### src/rtl/button_event_decoder.sv
// Classifies a debounced button level into click, double-click, long-press and auto-repeat pulses.
// Define BUTTON_EVENT_REPEAT_EN to build the auto-repeat generator; otherwise o_repeat is tied 0.
module button_event_decoder #(
    parameter int unsigned p_long   = 8,
    parameter int unsigned p_gap    = 4,
    parameter int unsigned p_repeat = 3
) (
    input  logic i_clk,
    input  logic i_rst,
    input  logic i_in,
    output logic o_click,
    output logic o_double,
    output logic o_long,
    output logic o_repeat,
    output logic o_busy
);

    localparam int unsigned MaxLg  = (p_long > p_gap) ? p_long : p_gap;
    localparam int unsigned MaxAll = (MaxLg > p_repeat) ? MaxLg : p_repeat;
    localparam int unsigned CntW   = $clog2(MaxAll + 1);

    localparam logic [CntW-1:0] LongLast = CntW'(p_long - 1);
    localparam logic [CntW-1:0] GapLast  = CntW'(p_gap - 1);
    localparam logic [CntW-1:0] CntOne   = CntW'(1);

    typedef enum logic [2:0] {
        StArmed  = 3'd0,
        StIdle   = 3'd1,
        StPress1 = 3'd2,
        StGap    = 3'd3,
        StPress2 = 3'd4,
        StLong   = 3'd5
    } state_e;

    state_e          state_q, state_d;
    logic [CntW-1:0] cnt_q, cnt_d;
    logic            click_q, click_d;
    logic            double_q, double_d;
    logic            long_q, long_d;
    logic            busy_q, busy_d;

`ifdef BUTTON_EVENT_REPEAT_EN
    localparam logic [CntW-1:0] RepLast = CntW'(p_repeat - 1);
    logic repeat_q, repeat_d;
`endif

    always_comb begin
        state_d  = state_q;
        cnt_d    = cnt_q;
        click_d  = 1'b0;
        double_d = 1'b0;
        long_d   = 1'b0;
`ifdef BUTTON_EVENT_REPEAT_EN
        repeat_d = 1'b0;
`endif
        case (state_q)
            // A button held through reset must be released before anything counts.
            StArmed: begin
                if (!i_in) begin
                    state_d = StIdle;
                    cnt_d   = '0;
                end
            end
            StIdle: begin
                if (i_in) begin
                    state_d = StPress1;
                    cnt_d   = '0;
                end
            end
            StPress1: begin
                if (!i_in) begin
                    state_d = StGap;
                    cnt_d   = '0;
                end else if (cnt_q == LongLast) begin
                    state_d = StLong;
                    cnt_d   = '0;
                    long_d  = 1'b1;
                end else begin
                    cnt_d = cnt_q + CntOne;
                end
            end
            StGap: begin
                if (i_in) begin
                    state_d = StPress2;
                    cnt_d   = '0;
                end else if (cnt_q == GapLast) begin
                    state_d = StIdle;
                    cnt_d   = '0;
                    click_d = 1'b1;
                end else begin
                    cnt_d = cnt_q + CntOne;
                end
            end
            StPress2: begin
                if (!i_in) begin
                    state_d  = StIdle;
                    cnt_d    = '0;
                    double_d = 1'b1;
                end
            end
            StLong: begin
                if (!i_in) begin
                    state_d = StIdle;
                    cnt_d   = '0;
`ifdef BUTTON_EVENT_REPEAT_EN
                end else if (cnt_q == RepLast) begin
                    cnt_d    = '0;
                    repeat_d = 1'b1;
                end else begin
                    cnt_d = cnt_q + CntOne;
                end
`else
                end else begin
                    cnt_d = '0;
                end
`endif
            end
            default: begin
                state_d = StArmed;
                cnt_d   = '0;
            end
        endcase

        busy_d = (state_d == StPress1) || (state_d == StGap) ||
                 (state_d == StPress2) || (state_d == StLong);
    end

    always_ff @(posedge i_clk) begin
        if (i_rst) begin
            state_q  <= StArmed;
            cnt_q    <= '0;
            click_q  <= 1'b0;
            double_q <= 1'b0;
            long_q   <= 1'b0;
            busy_q   <= 1'b0;
        end else begin
            state_q  <= state_d;
            cnt_q    <= cnt_d;
            click_q  <= click_d;
            double_q <= double_d;
            long_q   <= long_d;
            busy_q   <= busy_d;
        end
    end

`ifdef BUTTON_EVENT_REPEAT_EN
    always_ff @(posedge i_clk) begin
        if (i_rst) begin
            repeat_q <= 1'b0;
        end else begin
            repeat_q <= repeat_d;
        end
    end
    assign o_repeat = repeat_q;
`else
    assign o_repeat = 1'b0;
`endif

    assign o_click  = click_q;
    assign o_double = double_q;
    assign o_long   = long_q;
    assign o_busy   = busy_q;

endmodule

### config.mk
export PLATFORM = sky130hd
export DESIGN_NAME = button_event_decoder
export DESIGN_NICKNAME = d
export VERILOG_FILES = /design/src/rtl/button_event_decoder.sv
export SDC_FILE = /design/constraint.sdc
export NUM_CORES = 1
export LEC_CHECK = 0
export ABC_AREA = 1
export CELL_PAD_IN_SITES_DETAIL_PLACEMENT = 0
export CELL_PAD_IN_SITES_GLOBAL_PLACEMENT = 1
export CORE_ASPECT_RATIO = 1.75
export CORE_MARGIN = 5
export CORE_UTILIZATION = 23
export DETAILED_ROUTE_END_ITERATION = 6
export PLACE_DENSITY = 0.6
export SETUP_SLACK_MARGIN = 0.3
export SYNTH_ARGS = -nofsm -noshare
export SYNTH_HDL_FRONTEND = slang
export SYNTH_SLANG_ARGS = --single-unit
### constraint.sdc
create_clock -name i_clk -period 2.5 [get_ports i_clk]
set_input_delay 0.5 -clock i_clk [delete_from_list [all_inputs] [get_ports i_clk]]
set_output_delay 0.5 -clock i_clk [all_outputs]
set_load 0.005 [all_outputs]
; ---- Word-level counts from Yosys, hierarchy flattened
; Index checks and enable logic that the tools add are counted.
[word_totals]
reg_bits = 11
elab_cells = 51
[classes]
add_sub_neg = 1
eq_ne = 13
n_mux = 17
bitwise = 4
reduce_logical = 10
[ops]
columns = cell, count
row1 = $mux W4, 6
row2 = $mux W3, 6
row3 = $pmux W4 S4, 1
row4 = $eq A3 B2 Y1 const B, 4
row5 = $eq A3 B3 Y1 const B, 4
row6 = $pmux W3 S4, 1
row7 = $reduce_or A3 Y1, 3
row8 = $add A4 B1 Y4 const B, 1
row9 = $eq A4 B2 Y1 const B, 1
row10 = $eq A4 B3 Y1 const B, 1
row11 = $ne A2 B2 Y1 const B, 2
row12 = $not A1 Y1, 4
row13 = $reduce_or A2 Y1, 2
row14 = $eq A3 B1 Y1 const B, 1
row15 = $logic_not A3 Y1, 1
row16 = $logic_or A1 B1 Y1, 3
row17 = $mux W1, 3
row18 = $reduce_and A2 Y1, 1

; ---- Longest topological paths before layout
[depth]
ltp_word = 8
depth_mapped = 9
mapped_depth_nobuf = 8

; ---- Worst setup path after synthesis
; OpenSTA, ideal clock, no wires.
[synth_path]
path_type = input-to-reg
startpoint = input port i_in
endpoint = register cnt_q[3]
setup_ps = 116
arrival_time_ps = 1065
required_time_ps = 2384
setup_slack_ps = 1319
cell_stages = 9
path_buffers = 1
path_cell_list = buf_6 -> inv_4 -> nand2_1 -> nand2_2 -> nand2_2 -> nand2_1 -> nand2_1 -> nand2_1 -> a21oi_1
[synth_via]
elab_chain_len = 2
elab_cells_between_ends = 6
classes_between = 2 x eq/ne / 3 x mux / 1 x reduce/logical
[synth_lines]
columns = item, line
row1 = "start, declared", 10  ; input logic i_in,
row2 = "$mux W4, or another cell as far along", 83  ; if (i_in) begin
row3 = $pmux W4 S4 or $reduce_and A2 Y1 (tied branches), n/a
row4 = "end signal, assigned", 138  ; cnt_q <= cnt_d;
row5 = "end, declared", 36  ; logic [CntW-1:0] cnt_q, cnt_d;
; Several ways; a longest one is shown, not always the timed one.
; A chain may end at the register's enable or synchronous reset.

; ---- Worst setup path after layout
; Ends and elaborated chain as after synthesis.

==> impl_metrics.toml <==
[sta]
setup_viol = 0
rsz0062_at_grt = "false"
fin_tns_setup_ns = 0
fin_skew_ns = 0.00595
hold_violations = 0
fin_ws_ns = 0.866
max_freq_mhz = 612
post-route-min-period_ns = 1.63
slew_violations = 0
period_share_pct = 65.3

[place]
gp_congestion = 0.806
hpwl_um = 1090
post-place-ws_ns = 0.617
portBuffers = 6

[logic_synthesis]
synth_adder_area_share_pct = 2.22
synth_top_area_share_pct = 39.0
synth_cell_type_count = 17
ys_seq_elements = 11
ys.warnings.count = 0
yosysTopAreaCell = "dfxtp_1"
yosysSeqAreaShare_pct = 39.0
synth-simple-area-share_pct = 35.9
synth_area_per_cell_um2 = 6.72
synth_top_family_by_area = "simple AND/OR/NAND/NOR gates"
synth-xor-area-share_pct = 0
synth_cells = 84
synth_fp_nets = 88
synth_compound_area_share_pct = 9.76
synthTopCellsByArea = "dfxtp_1, nand3_1, nand2_1, inv_1, a21oi_1"
synth_area_um2 = 564
synth.area.mux_share_pct = 0

[worst_hold_path]
min-delay-start = "cnt_q[0]"
hold_class = "flop to flop"
hold_path_depth = 2

[cells_and_area]
insertedDiodeCount = 0
syn_to_final_growth_pct = 21.1
layout.nets = 97
seq_area_um2 = 220
multi_input_area_um2 = 274
drive_gt1_share_pct = 9.78
fillerInstances = 267

[clocking]
hold_buffers = 0
worst_skew_pair.late_latency_ns = 0.24
ctsResizeCount = 0
post_cts_buffers = 0
clk_path_buf_depth = 2
cts_max_level = 1
cts_tree = "done"
cts.reportedPaths.clkPinSlew_ns = 0.05
clockRootBuffer = "clkbuf_8"
cts_buffers = 3
cts_sinks = 11

[setup_path]
cp_data_arrival_time_ns = 1.81
r2r_cells = 6
critPathCaptureType = "flop"
r2r-start = "cnt_q[0]"
crit_fanout = 9
worstSetupStartpointType = "primary input"
startpoint = "i_in"
cp.required_ns = 2.67
path_class = "primary input to flop"

[pwr]
power.leakage_nw = 0.323
vdd_ir_drop_max_uv = 308
total_power_mw = 0.397
powerDensity_mw_per_mm2 = 581

[global_routing]
grt_pass1_vias = 566
grt_antenna_before_repair = 0
grt_pass1_wl_um = 2350
grt_max_degree = 10
grt.overflow.total = 0
track_usage_pct = 9.68

[floorplanning]
row_count = 23
die_w_um = 47.4
die_h_um = 75.5
io_pins = 8
core_area_mm2 = 0.00233
floorplan.initialDensity_pct = 24.2
die-area_mm2 = 0.00358

[routing]
drc = 0
via_count = 548
vias_per_cell = 4.68
drt_iter0_markers = 11
dr.pass1.iters = 4
antenna_left = 0
wl_per_cell_um = 11.6
wirelength_um = 1360

[status]
status = "finished clean"

[run]
maxCapViolations = 0
-- worst paths after layout --
path	end	slack [ns]
worst max-delay path	cnt_q[3]	0.87
worst min-delay path	cnt_q[0]	0.50
worst max register to register	o_busy	1.26
worst min register to register	cnt_q[0]	0.50
-- synthesized netlist by cell type (all sizes together) --
library cell	instances
inv	13
o21ai	5
buf	2
nand3	14
nand2	19
dfxtp	11
conb	1
nor3	1
nor4	1
nand4	1
ha	1
a21oi	6
nor2	9
-- where the power goes --
part | internal, mW | switching, mW | total [mW]
registers | 0.179 | 0.00383 | 0.183
logic | 0.0119 | 0.0226 | 0.0345
clock network | 0.110 | 0.0696 | 0.179
total | 0.301 | 0.0960 | 0.397
-- per-layer routing --
metal / GRT usage [%] / vias to the layer above / share of wire (%)
li1: - / 284 / -
met4: 7.38 / 0 / 4.0
met3: 1.89 / 5 / 2.3
met5: 0 / - / 0
met1: 8.09 / 253 / 36
met2: 18.2 / 6 / 58
-- worst max-delay path, stage by stage --
cell and delay [ns]:
clkdlybuf4s50_1 0.69, inv_4 0.07, nand2_1 0.11, nand2_2 0.11, nand2_2 0.08, nand2_1 0.05
nand2_1 0.05, nand2_1 0.04, a21oi_1 0.09
-- kinds of logic after synthesis --
logic type	Yosys count
AOI/OAI and AO/OA	11
and+or+nand+nor	45
DFF	11
buffers and inverters	15
other	1
adders and majority gates	1
-- final cells by class --
cell class	count	area share, %
tap	25	4.58
timing repair buffer	6	8.79
sequential	11	32.2
inverter	13	7.51
multi-input combinational	58	40.1
clock buffer	3	6.04
clock inverter	1	0.733
-- cell usage in the layout (no fill, tap or decap) --
master            n
a21oi_1           6
clkbuf_8          3
clkdlybuf4s50_1   6
clkinv_2          1
conb_1            1
dfxtp_1          11
ha_1              1
inv_1            12
inv_4             1
nand2_1          16
nand2_2           3
nand3_1          14
nand4_1           1
nor2_1            8
nor2_2            1
nor3_1            1
nor4_1            1
o21ai_0           5
-- sequential cells by signal (all words and copies together), names as in the netlist --
register  flops
cnt_q         4
o_busy        1
o_click       1
o_double      1
o_long        1
state_q       3
-- metrics by stage --
step	hold slack [ns]	instances	cell area (µm²)	utilization [%]
final	0.505	117	683	29.3
after global routing	0.540	117	683	29.3
after CTS	0.511	117	683	29.3
after detailed placement	0.502	113	637	27.3
after global placement	0.491	113	637	27.3
after floorplan	0.469	84	564	-
No activity file was read; power rests on OpenSTA's default activity.
